File: src/rtl/fpro_mcs_bridge.sv
// Soft-processor I/O bus to FPro bus bridge: registers each request, decodes the
// MMIO/video window and answers with fixed latency. Optional RMW: FPRO_BRIDGE_RMW_EN.
module fpro_mcs_bridge #(
    parameter logic [31:0] BRG_BASE = 32'hC000_0000
) (
    input  logic        clk,
    input  logic        reset,
    input  logic        io_addr_strobe,
    input  logic        io_read_strobe,
    input  logic        io_write_strobe,
    input  logic [3:0]  io_byte_enable,
    input  logic [31:0] io_address,
    input  logic [31:0] io_write_data,
    output logic [31:0] io_read_data,
    output logic        io_ready,
    output logic        mmio_cs,
    output logic        mmio_wr,
    output logic        mmio_rd,
    output logic [20:0] mmio_addr,
    output logic [31:0] mmio_wr_data,
    input  logic [31:0] mmio_rd_data,
    output logic        video_cs,
    output logic        video_wr,
    output logic        video_rd,
    output logic [20:0] video_addr,
    output logic [31:0] video_wr_data,
    input  logic [31:0] video_rd_data
);

`ifdef FPRO_BRIDGE_RMW_EN
    typedef enum logic [2:0] {IDLE, ACCESS, RESP, RMW_RD, RMW_WR} state_t;
`else
    typedef enum logic [2:0] {IDLE, ACCESS, RESP} state_t;
`endif

    state_t      state_reg;
    logic        sel_mmio_reg;
    logic        sel_video_reg;
    logic        is_wr_reg;
    logic        accept;
    logic        req_mmio;
    logic        req_video;
    logic [31:0] sel_rd_data;
    logic        unused_bits;

    assign accept    = io_addr_strobe & (io_read_strobe ^ io_write_strobe);
    assign req_mmio  = (io_address[31:24] == BRG_BASE[31:24]) & ~io_address[23];
    assign req_video = (io_address[31:24] == BRG_BASE[31:24]) &  io_address[23];

    // A miss has neither select set, so the captured word is zero.
    assign sel_rd_data = sel_mmio_reg  ? mmio_rd_data  :
                         sel_video_reg ? video_rd_data : 32'h0;

`ifdef FPRO_BRIDGE_RMW_EN
    logic [3:0]  be_reg;
    logic [31:0] merged_data;

    // Both write-data ports hold the latched processor word, so either can feed the merge.
    for (genvar gi = 0; gi < 4; gi++) begin : g_merge
        assign merged_data[8*gi +: 8] = be_reg[gi] ? mmio_wr_data[8*gi +: 8]
                                                   : sel_rd_data[8*gi +: 8];
    end
    assign unused_bits = ^io_address[1:0];
`else
    assign unused_bits = ^{io_address[1:0], io_byte_enable};
`endif

    always_ff @(posedge clk or negedge reset) begin
        if (!reset) begin
            state_reg     <= IDLE;
            sel_mmio_reg  <= 1'b0;
            sel_video_reg <= 1'b0;
            is_wr_reg     <= 1'b0;
            io_read_data  <= 32'h0;
            io_ready      <= 1'b0;
            mmio_cs       <= 1'b0;
            mmio_wr       <= 1'b0;
            mmio_rd       <= 1'b0;
            mmio_addr     <= 21'h0;
            mmio_wr_data  <= 32'h0;
            video_cs      <= 1'b0;
            video_wr      <= 1'b0;
            video_rd      <= 1'b0;
            video_addr    <= 21'h0;
            video_wr_data <= 32'h0;
`ifdef FPRO_BRIDGE_RMW_EN
            be_reg        <= 4'h0;
`endif
        end else begin
            case (state_reg)
                IDLE: begin
                    if (accept) begin
                        sel_mmio_reg  <= req_mmio;
                        sel_video_reg <= req_video;
                        is_wr_reg     <= io_write_strobe;
                        mmio_addr     <= io_address[22:2];
                        video_addr    <= io_address[22:2];
                        mmio_wr_data  <= io_write_data;
                        video_wr_data <= io_write_data;
`ifdef FPRO_BRIDGE_RMW_EN
                        be_reg        <= io_byte_enable;
                        if (io_write_strobe && io_byte_enable != 4'hF && io_byte_enable != 4'h0) begin
                            state_reg <= RMW_RD;
                            mmio_cs   <= req_mmio;
                            mmio_rd   <= req_mmio;
                            video_cs  <= req_video;
                            video_rd  <= req_video;
                        end else if (io_write_strobe && io_byte_enable == 4'h0) begin
                            // Empty write: complete without touching the bus.
                            state_reg <= ACCESS;
                        end else
`endif
                        begin
                            state_reg <= ACCESS;
                            mmio_cs   <= req_mmio;
                            mmio_rd   <= req_mmio & io_read_strobe;
                            mmio_wr   <= req_mmio & io_write_strobe;
                            video_cs  <= req_video;
                            video_rd  <= req_video & io_read_strobe;
                            video_wr  <= req_video & io_write_strobe;
                        end
                    end
                end
                ACCESS: begin
                    mmio_cs      <= 1'b0;
                    mmio_rd      <= 1'b0;
                    mmio_wr      <= 1'b0;
                    video_cs     <= 1'b0;
                    video_rd     <= 1'b0;
                    video_wr     <= 1'b0;
                    io_read_data <= is_wr_reg ? 32'h0 : sel_rd_data;
                    io_ready     <= 1'b1;
                    state_reg    <= RESP;
                end
`ifdef FPRO_BRIDGE_RMW_EN
                RMW_RD: begin
                    mmio_rd       <= 1'b0;
                    video_rd      <= 1'b0;
                    mmio_wr       <= sel_mmio_reg;
                    video_wr      <= sel_video_reg;
                    mmio_wr_data  <= merged_data;
                    video_wr_data <= merged_data;
                    state_reg     <= RMW_WR;
                end
                RMW_WR: begin
                    mmio_cs      <= 1'b0;
                    mmio_wr      <= 1'b0;
                    video_cs     <= 1'b0;
                    video_wr     <= 1'b0;
                    io_read_data <= 32'h0;
                    io_ready     <= 1'b1;
                    state_reg    <= RESP;
                end
`endif
                RESP: begin
                    io_ready  <= 1'b0;
                    state_reg <= IDLE;
                end
                default: state_reg <= IDLE;
            endcase
        end
    end

endmodule

File: config.mk
export PLATFORM = sky130hd
export DESIGN_NAME = fpro_mcs_bridge
export DESIGN_NICKNAME = d
export VERILOG_FILES = /design/src/rtl/fpro_mcs_bridge.sv
export SDC_FILE = /design/constraint.sdc
export NUM_CORES = 1
export LEC_CHECK = 0
export BUFFER_PORTS_ARGS = -buffer_cell sky130_fd_sc_hd__buf_2
export CORE_ASPECT_RATIO = 1.75
export CORE_MARGIN = 8
export CORE_UTILIZATION = 39
export CTS_BUF_LIST = sky130_fd_sc_hd__clkbuf_16
export CTS_CLUSTER_DIAMETER = 150
export DETAILED_ROUTE_END_ITERATION = 8
export PLACE_DENSITY = 0.87
export SLEW_MARGIN = 20
export SYNTH_ARGS = -nofsm -noshare
export SYNTH_HDL_FRONTEND = slang
export SYNTH_SLANG_ARGS = --single-unit
File: constraint.sdc
create_clock -name clk -period 1.75 [get_ports clk]
set_clock_uncertainty 0.2 [all_clocks]
set_input_delay 0.175 -clock clk [delete_from_list [all_inputs] [get_ports clk]]
set_output_delay 0.175 -clock clk [all_outputs]
set_load 0.05 [all_outputs]
# == Word level (Yosys, flattened, before mapping) ==
# Cells that the tools add are included.
# classes
n_eq_ne,4
mux,18
bitwise,9
n_reduce_logical,5
# ops
operator,n
two-way mux 32 bit,3
case mux 1 bit (2 select lines),7
"equality test 8 bit, second input constant",1
bitwise AND 1 bit,7
two-way mux 1 bit,6
case mux 3 bit (2 select lines),1
AND reduction 2 bit,2
nonzero test 2 bit,2
"equality test 3 x 1 -> 1 bit, second input constant",1
"equality test 3 x 2 -> 1 bit, second input constant",1
logical NOT 3 bit,1
two-way mux 3 bit,1
"!= test 2 bit, second input constant",1
inverter 1 bit,1
bitwise XOR 1 bit,1
# word_totals
reg_bits,98
in_bits,137
out_inout_bits,145
word_cells,50

# == Longest topological paths before layout ==
# Gate-level depths: netlist of run 1.
# logic_depth
ltp_word,5
depth_mapped,6
depth_no_buf,5

# == Least setup slack after synthesis of run 1 ==
# Ideal clock, no wire load.
# synth_path
kind,register to register
from,register state_reg[0]
to,register video_addr[0]
setup_time_ns,0.125
arrival_time_ns,1.541
t_required_ns,1.425
setup_slack_ns,-0.115
path_stages_with_launch,7
n_path_buf,1
period_less_slack_ns,1.865
cell_sequence,dfrtp_1 -> inv_1 -> ha_1 -> nand2_1 -> nor2_8 -> buf_6 -> mux2_2
# synth_via
elab_chain_cells,2
# synth_rtl
item,line,text
from (decl),36,state_t state_reg;
from (signal assigned),70,state_reg <= IDLE;
from (signal assigned),114,state_reg <= ACCESS;
from (signal assigned),133,state_reg <= RESP;
logical NOT 3 bit,90,case (state_reg)
AND reduction 2 bit (no line),n/a,
to (signal assigned),97,video_addr <= io_address[22:2];
to (decl),25,"output logic [20:0] video_addr,"
# No other way between the ends.
# A chain may end at the register's enable or synchronous reset.

# == Worst setup path after layout of run 1 ==
# layout_path
from,register state_reg[0]
to,register video_addr[17]
# Same word-level chain as after synthesis.

==> results of run 1 <==
[routing by layer]
layer  part of all wire, %  vias up  GRT usage, %  wire, microns
li1                      -     1952             -              -
met1                    33     2119          20.7           6090
met2                    53      269          38.7           9680
met3                   8.0       70          7.72           1450
met4                   5.3        0          12.3            959
met5                     0        -             0              0
[layout make-up]
class                      count  area (sq um)
fill                         778          3630
timing repair buffer         423          2950
sequential                    97          2430
multi-input combinational    157          1510
clock buffer                   9           225
tap                          132           165
inverter                      38           143
clock inverter                 6          36.3
antenna                        9          22.5
[Yosys cell counts, drive strengths merged]
cell / n / area (sq um)
ha: 4 / 50.1
and3b: 1 / 8.76
o211ai: 6 / 45.0
o21ai: 7 / 35.0
o31ai: 3 / 22.5
nor4bb: 1 / 10.0
buf: 60 / 462
mux2i: 1 / 10.0
a22oi: 31 / 233
nor2b: 1 / 6.26
o22ai: 32 / 200
nor2: 2 / 23.8
inv: 38 / 143
nand2: 3 / 11.3
nor4: 1 / 6.26
xor2: 1 / 8.76
clkbuf: 12 / 45.0
xnor2: 1 / 16.3
nand4b: 1 / 8.76
a21oi: 1 / 5.00
dfrtp: 97 / 2430
a21boi: 1 / 7.51
mux2: 56 / 631
nand2b: 3 / 18.8
[cells in the final DEF, fill, tap and decap left out, drive strengths merged, types with 2 or more instances in the layout]
| cell type | n |
|---|---|
| o211ai | 6 |
| mux2 | 56 |
| ha | 4 |
| clkinv | 2 |
| clkbuf | 12 |
| inv | 40 |
| clkinvlp | 2 |
| nand2 | 3 |
| diode | 9 |
| a22oi | 31 |
| dlygate4sd3 | 120 |
| nor2 | 2 |
| nand2b | 3 |
| o22ai | 32 |
| buf | 300 |
| o21ai | 7 |
| dfrtp | 97 |
| o31ai | 3 |
[cells by family (layout without fill, tap and decap cells)]
| logic type | after synthesis | in the layout | share of synthesized area (%) |
|---|---|---|---|
| and+or+nand+nor | 13 | 13 | 2.12 |
| xor gates and xnor gates | 2 | 2 | 0.564 |
| other | 0 | 9 | 0 |
| DFF | 97 | 97 | 54.7 |
| AOI/OAI and AO/OA | 81 | 81 | 12.4 |
| adders and majority gates | 4 | 4 | 1.13 |
| muxes | 57 | 57 | 14.4 |
| buffers and inverters | 110 | 476 | 14.6 |
[stage by stage]
step / area (sq um) / util [%]
6_report: 7470 / 67.3
5_1_grt: 7460 / 67.2
4_1_cts: 7170 / 64.6
3_5_place_dp: 5660 / 51.0
3_3_place_gp: 5660 / 51.0
2_1_floorplan: 4450 / -
[power by group through the flow]
| stage | clock network (mW) | registers [mW] | logic [mW] |
|---|---|---|---|
| 2_1_floorplan | 0 | 5.66 | 4.45 |
| 3_3_place_gp | 0 | 3.36 | 7.79 |
| 3_5_place_dp | 0 | 3.43 | 7.91 |
| 4_1_cts | 1.81 | 3.40 | 8.19 |
| 5_1_grt | 1.91 | 3.52 | 8.88 |
| 6_report | 1.77 | 3.42 | 8.60 |
[critical path: cells and delay by family, from the launching register on]
kind | cells | cell delay [ns]
and+or+nand+nor | 2 | 0.17
adders and majority gates | 1 | 0.15
DFF | 1 | 0.39
buffers and inverters | 3 | 0.40
muxes | 1 | 0.34
[final timing paths]
path,startpoint,to,slack [ns],cells after the start
max,state_reg[0],video_addr[17],-0.003,7
min,video_rd_data[26],io_read_data[26],0.08,4
max reg2reg,state_reg[0],video_addr[17],-0.003,7
min reg2reg,is_wr_reg,is_wr_reg,0.31,1
max in group asynchronous,reset,sel_mmio_reg,0.69,3
min in group asynchronous,reset,video_wr_data[21],0.22,3
[timing repair]
| action | CTS | global route |
|---|---|---|
| gates cloned | 1 | 5 |
| endpoints found under the hold margin | 190 | 0 |
| endpoints found under the setup margin | 96 | 66 |
| hold buffers | 120 | 0 |
| setup buffers | 1 | 5 |
| resized for setup | 5 | 31 |
| pin swaps | 0 | 3 |
==> flow_summary.ini, run 1 <==
[routing]
wl_per_cell_microns = 20.9
dr.pass1.iters = 4
ant_nets = 0
viasPerCell = 5.06
vias = 4410
drc_errors = 0
drtIter0Drc = 211
drt_wl_total_microns = 18200

[clocking]
path_clk_slew_ns = 0.07
cts_made_buffers = 9
cts_tree = done
clock_path_buffers = 2
htreeDepth = 3
cts.sinks = 97
worstSkewPairLatency_ns = 0.33
cts_root_buf = clkbuf_16

[pwr]
p_per_area_nw_per_um2 = 1850
power.static_leakage_nw = 3.71
max-vdd-ir-drop_v = 0.00242
switchingPower_mw = 7.54
p_clk_share_pct = 12.9
sw_frac_of_total_pct = 54.7
power.internal_mw = 6.26
p_total_mw = 13.8
share_seq_of_total_power_pct = 24.8
share_comb_of_total_power_pct = 62.3

[critical_path]
worstSetupStartpointType = flop
path_class = flop to flop
cp_cell_sequence = inv_2 > ha_4 > nand2_4 > nor2_8 > buf_12 > clkbuf_16 > mux2_2
critPathArrivalTime_ns = 1.77
slowest_stage = dfrtp_1
critPathRequiredTime_ns = 1.77
max_stage_delay_ns = 0.39
critPathCaptureType = flop
path_max_fanout = 7

[sta]
maxSlewViolCount = 0
max_freq_ghz = 0.571
slew-limit-headroom_pct = 63.8
period_needed_ns = 1.75
hold_viol_final = 0
setup-violations-final = 1
rsz0062_at_grt = yes
tightest_slew_ns = 0.542
whs_ns = 0.0824
worst_slack_ns = -0.00258
setup_tns_ns = -0.00258
fin_crit_sh_pct = 100

[layout]
nets = 867
finalNonFillerCells = 871
drive_gt1_share_pct = 52.5
syn_to_final_growth_pct = 68.6
reg_top3 = io_read_data: 32 flops, video_wr_data: 32 flops, video_addr: 21 flops

[synthesis]
avgSynthCellArea_sq_um = 12.2
synth_seq_cells = 97
yosys_warnings = 0
netlist_area_sq_um = 4430
ys_seq_area_share_pct = 54.7
ys_types = 27
syn_inst = 364
synthesis.nets = 505

[placed_design]
io_buffer_count = 275
gp_congestion = 0.810
place_hpwl_microns = 10700
dp.cells = 715
pre_cts_slack_ns = -0.105

[die]
core_area_sq_um = 11100
fp.dieW_microns = 96.6
die-area_sq_um = 15200
num_rows = 51
io_pins = 282
initial_core_util_pct = 39.9
die_h_microns = 157

[status]
violations = negative setup slack
status = finished, violations left

[grt]
overflow = 0
grt_max_degree = 98
grt_pass1_vias = 4920
grt_pass1_wl_microns = 26200
antenna_found_initial = 3
track_usage_pct = 21.5

[min_path]
hold_path.class = input pin to flop

[run]
drv_cap = 0
(Power assumes the default switching activity.)
==> run 2: changes to the inputs <==
CORE_ASPECT_RATIO = not set   (was 1.75)
CORE_MARGIN = 1.5   (was 8)
==> run 2 against run 1 <==
The run still ends with negative setup slack left. Critical path depth fell by 1. Combinational power fell by 4.5%. Sequential power rose by 3%. Critical path type unchanged. Largest cell class unchanged.
==> flow_summary.ini, run 2 (synthesis gave the netlist of run 1 again) <==
[status]
status = finished, violations left
violations = negative setup slack

[pwr]
max-vdd-ir-drop_v = 0.00219
p_per_area_nw_per_um2 = 1880
power.internal_mw = 6.13
sw_frac_of_total_pct = 55.3
share_seq_of_total_power_pct = 25.7
power.static_leakage_nw = 3.60
p_clk_share_pct = 14.4
p_total_mw = 13.7
switchingPower_mw = 7.58
share_comb_of_total_power_pct = 59.9

[grt]
overflow = 0
track_usage_pct = 26.6
grt.busiest_layer = met2
antenna_found_initial = 2
global_route.usage.met1_pct = 28.7
grtUsageMet3_pct = 6.76
grt_pass1_wl_microns = 24100
grt_pass1_vias = 4722
grt_max_degree = 98
grtUsageMet2_pct = 47.1

[sta]
setup_tns_ns = -0.813
slew-limit-headroom_pct = 65.6
setup-violations-final = 32
period_needed_ns = 1.79
maxSlewViolCount = 0
tightest_slew_ns = 0.516
fin_crit_sh_pct = 102
hold_viol_final = 0
worst_slack_ns = -0.0412
rsz0062_at_grt = yes
max_freq_ghz = 0.558

[placed_design]
gp_congestion = 0.783
io_buffer_count = 275
dp.cells = 723
pre_cts_slack_ns = -0.338
place_hpwl_microns = 9530

[routing]
dr.pass1.iters = 5
drc_errors = 0
ant_nets = 0
wl_per_cell_microns = 19.6
viasPerCell = 5.03
drt_wl_total_microns = 16900
vias = 4352
drtIter0Drc = 288

[clocking]
cts_made_buffers = 9
clock_path_buffers = 2
cts_root_buf = clkbuf_16
path_clk_slew_ns = 0.07
cts_tree = done
htreeDepth = 3
cts.sinks = 97
worstSkewPairLatency_ns = 0.34

[critical_path]
path_class = flop to flop
cp_cell_sequence = inv_2 > ha_4 > nand2_4 > nor2_8 > buf_12 > mux2_2
critPathRequiredTime_ns = 1.77
critPathCaptureType = flop
endpoint = video_wr_data[18]
slowest_stage = dfrtp_1
worstReg2RegEnd = video_wr_data[18]
cp-startpoint = state_reg[0]
ff2ff_setup_slack_ns = -0.04
max_stage_delay_ns = 0.41
reg2reg_from = state_reg[0]
critPathArrivalTime_ns = 1.81
path_max_fanout = 17
worstSetupStartpointType = flop
reg2regPathDepth = 6

[layout]
reg_top3 = io_read_data: 32 flops, video_wr_data: 32 flops, video_addr: 21 flops
final_cell_mix = 274 x buf_2, 121 x dlygate4sd3_1, 97 x dfrtp_1, 50 x mux2_2, 37 x inv_1
seqCellArea_sq_um = 2430
drive_gt1_share_pct = 52.0
finalNonFillerCells = 865
nets = 859
n_fill_cell = 756
multi_input_area_sq_um = 1450
syn_to_final_growth_pct = 64.2
final_common_cell = buf_2
post-route-util_pct = 66.3

[die]
core_area_sq_um = 11000
fp.dieW_microns = 110
die_h_microns = 110
initial_core_util_pct = 40.4
io_pins = 282
die-area_sq_um = 12000
num_rows = 38

[run]
drv_cap = 0

[min_path]
hold_path.class = input pin to flop
## run 2: changes by cell type in the layout (fill, tap and decap cells not counted), sizes merged
cell         previous run  this run
nor2b                   1         2
dlygate4sd3           120       121
diode                   9         2
buf                   300       292
bufinv                  0         1
clkbuf                 12        10
## run 2: repair_timing
item / in CTS / in global routing
setup buffers: 1 / 0
pin swaps: 0 / 1
resized for setup: 4 / 17
hold buffers: 120 / 1
endpoints found under the setup margin: 81 / 82
hold endpoints to repair: 189 / 1
cloned: 0 / 2
## run 2: how the worst min path moves through the flow
| stage | end | from | cells after the start |
|---|---|---|---|
| after floorplan | io_read_data[0] | reset | 0 |
| after global placement | video_wr_data[21] | reset | 2 |
| after detailed placement | video_wr_data[0] | reset | 2 |
| after CTS | video_wr_data[13] | io_write_data[13] | 2 |
| after global routing | io_read_data[26] | video_rd_data[26] | 4 |
| final | io_read_data[26] | video_rd_data[26] | 4 |
## run 2: power by group through the flow
stage               Sequential (mW)  Combinational [mW]  Clock (mW)
detailed placement             3.50                7.79           0
global route                   3.59                8.48        2.12
floorplan                      5.66                4.45           0
finish                         3.52                8.21        1.97
CTS                            3.47                8.01        2.01
global placement               3.46                7.69           0
## run 2: critical path, delay by kind of cell, from the launching register on
family / cells / cell delay (ns)
DFF: 1 / 0.41
adders and majority gates: 1 / 0.15
and+or+nand+nor: 2 / 0.24
buffers and inverters: 2 / 0.29
muxes: 1 / 0.36
## run 2: area by class of cell
type                            count  area share [%]
Clock buffer                        9            3.09
Antenna cell                        2          0.0687
Tap cell                          140            2.41
Sequential cell                    97            33.3
Clock inverter                      7           0.979
Inverter                           38            1.96
Timing Repair Buffer              414            38.3
Multi-Input combinational cell    158            19.9
## run 2: layer usage
| metal | part of all wire (%) | wire (microns) |
|---|---|---|
| met3 | 8.5 | 1440 |
| met1 | 36 | 6120 |
| met5 | 0 | 0 |
| met2 | 51 | 8650 |
| met4 | 4.2 | 712 |
## run 2: per-stage QoR
| step | cell area (sq um) | hold WS [ns] |
|---|---|---|
| after global placement | 5660 | 0.0544 |
| after CTS | 7180 | -0.109 |
| after global routing | 7280 | 0.0653 |
| final | 7280 | 0.0424 |
| after floorplan | 4450 | -0.321 |
| after detailed placement | 5660 | 0.0704 |
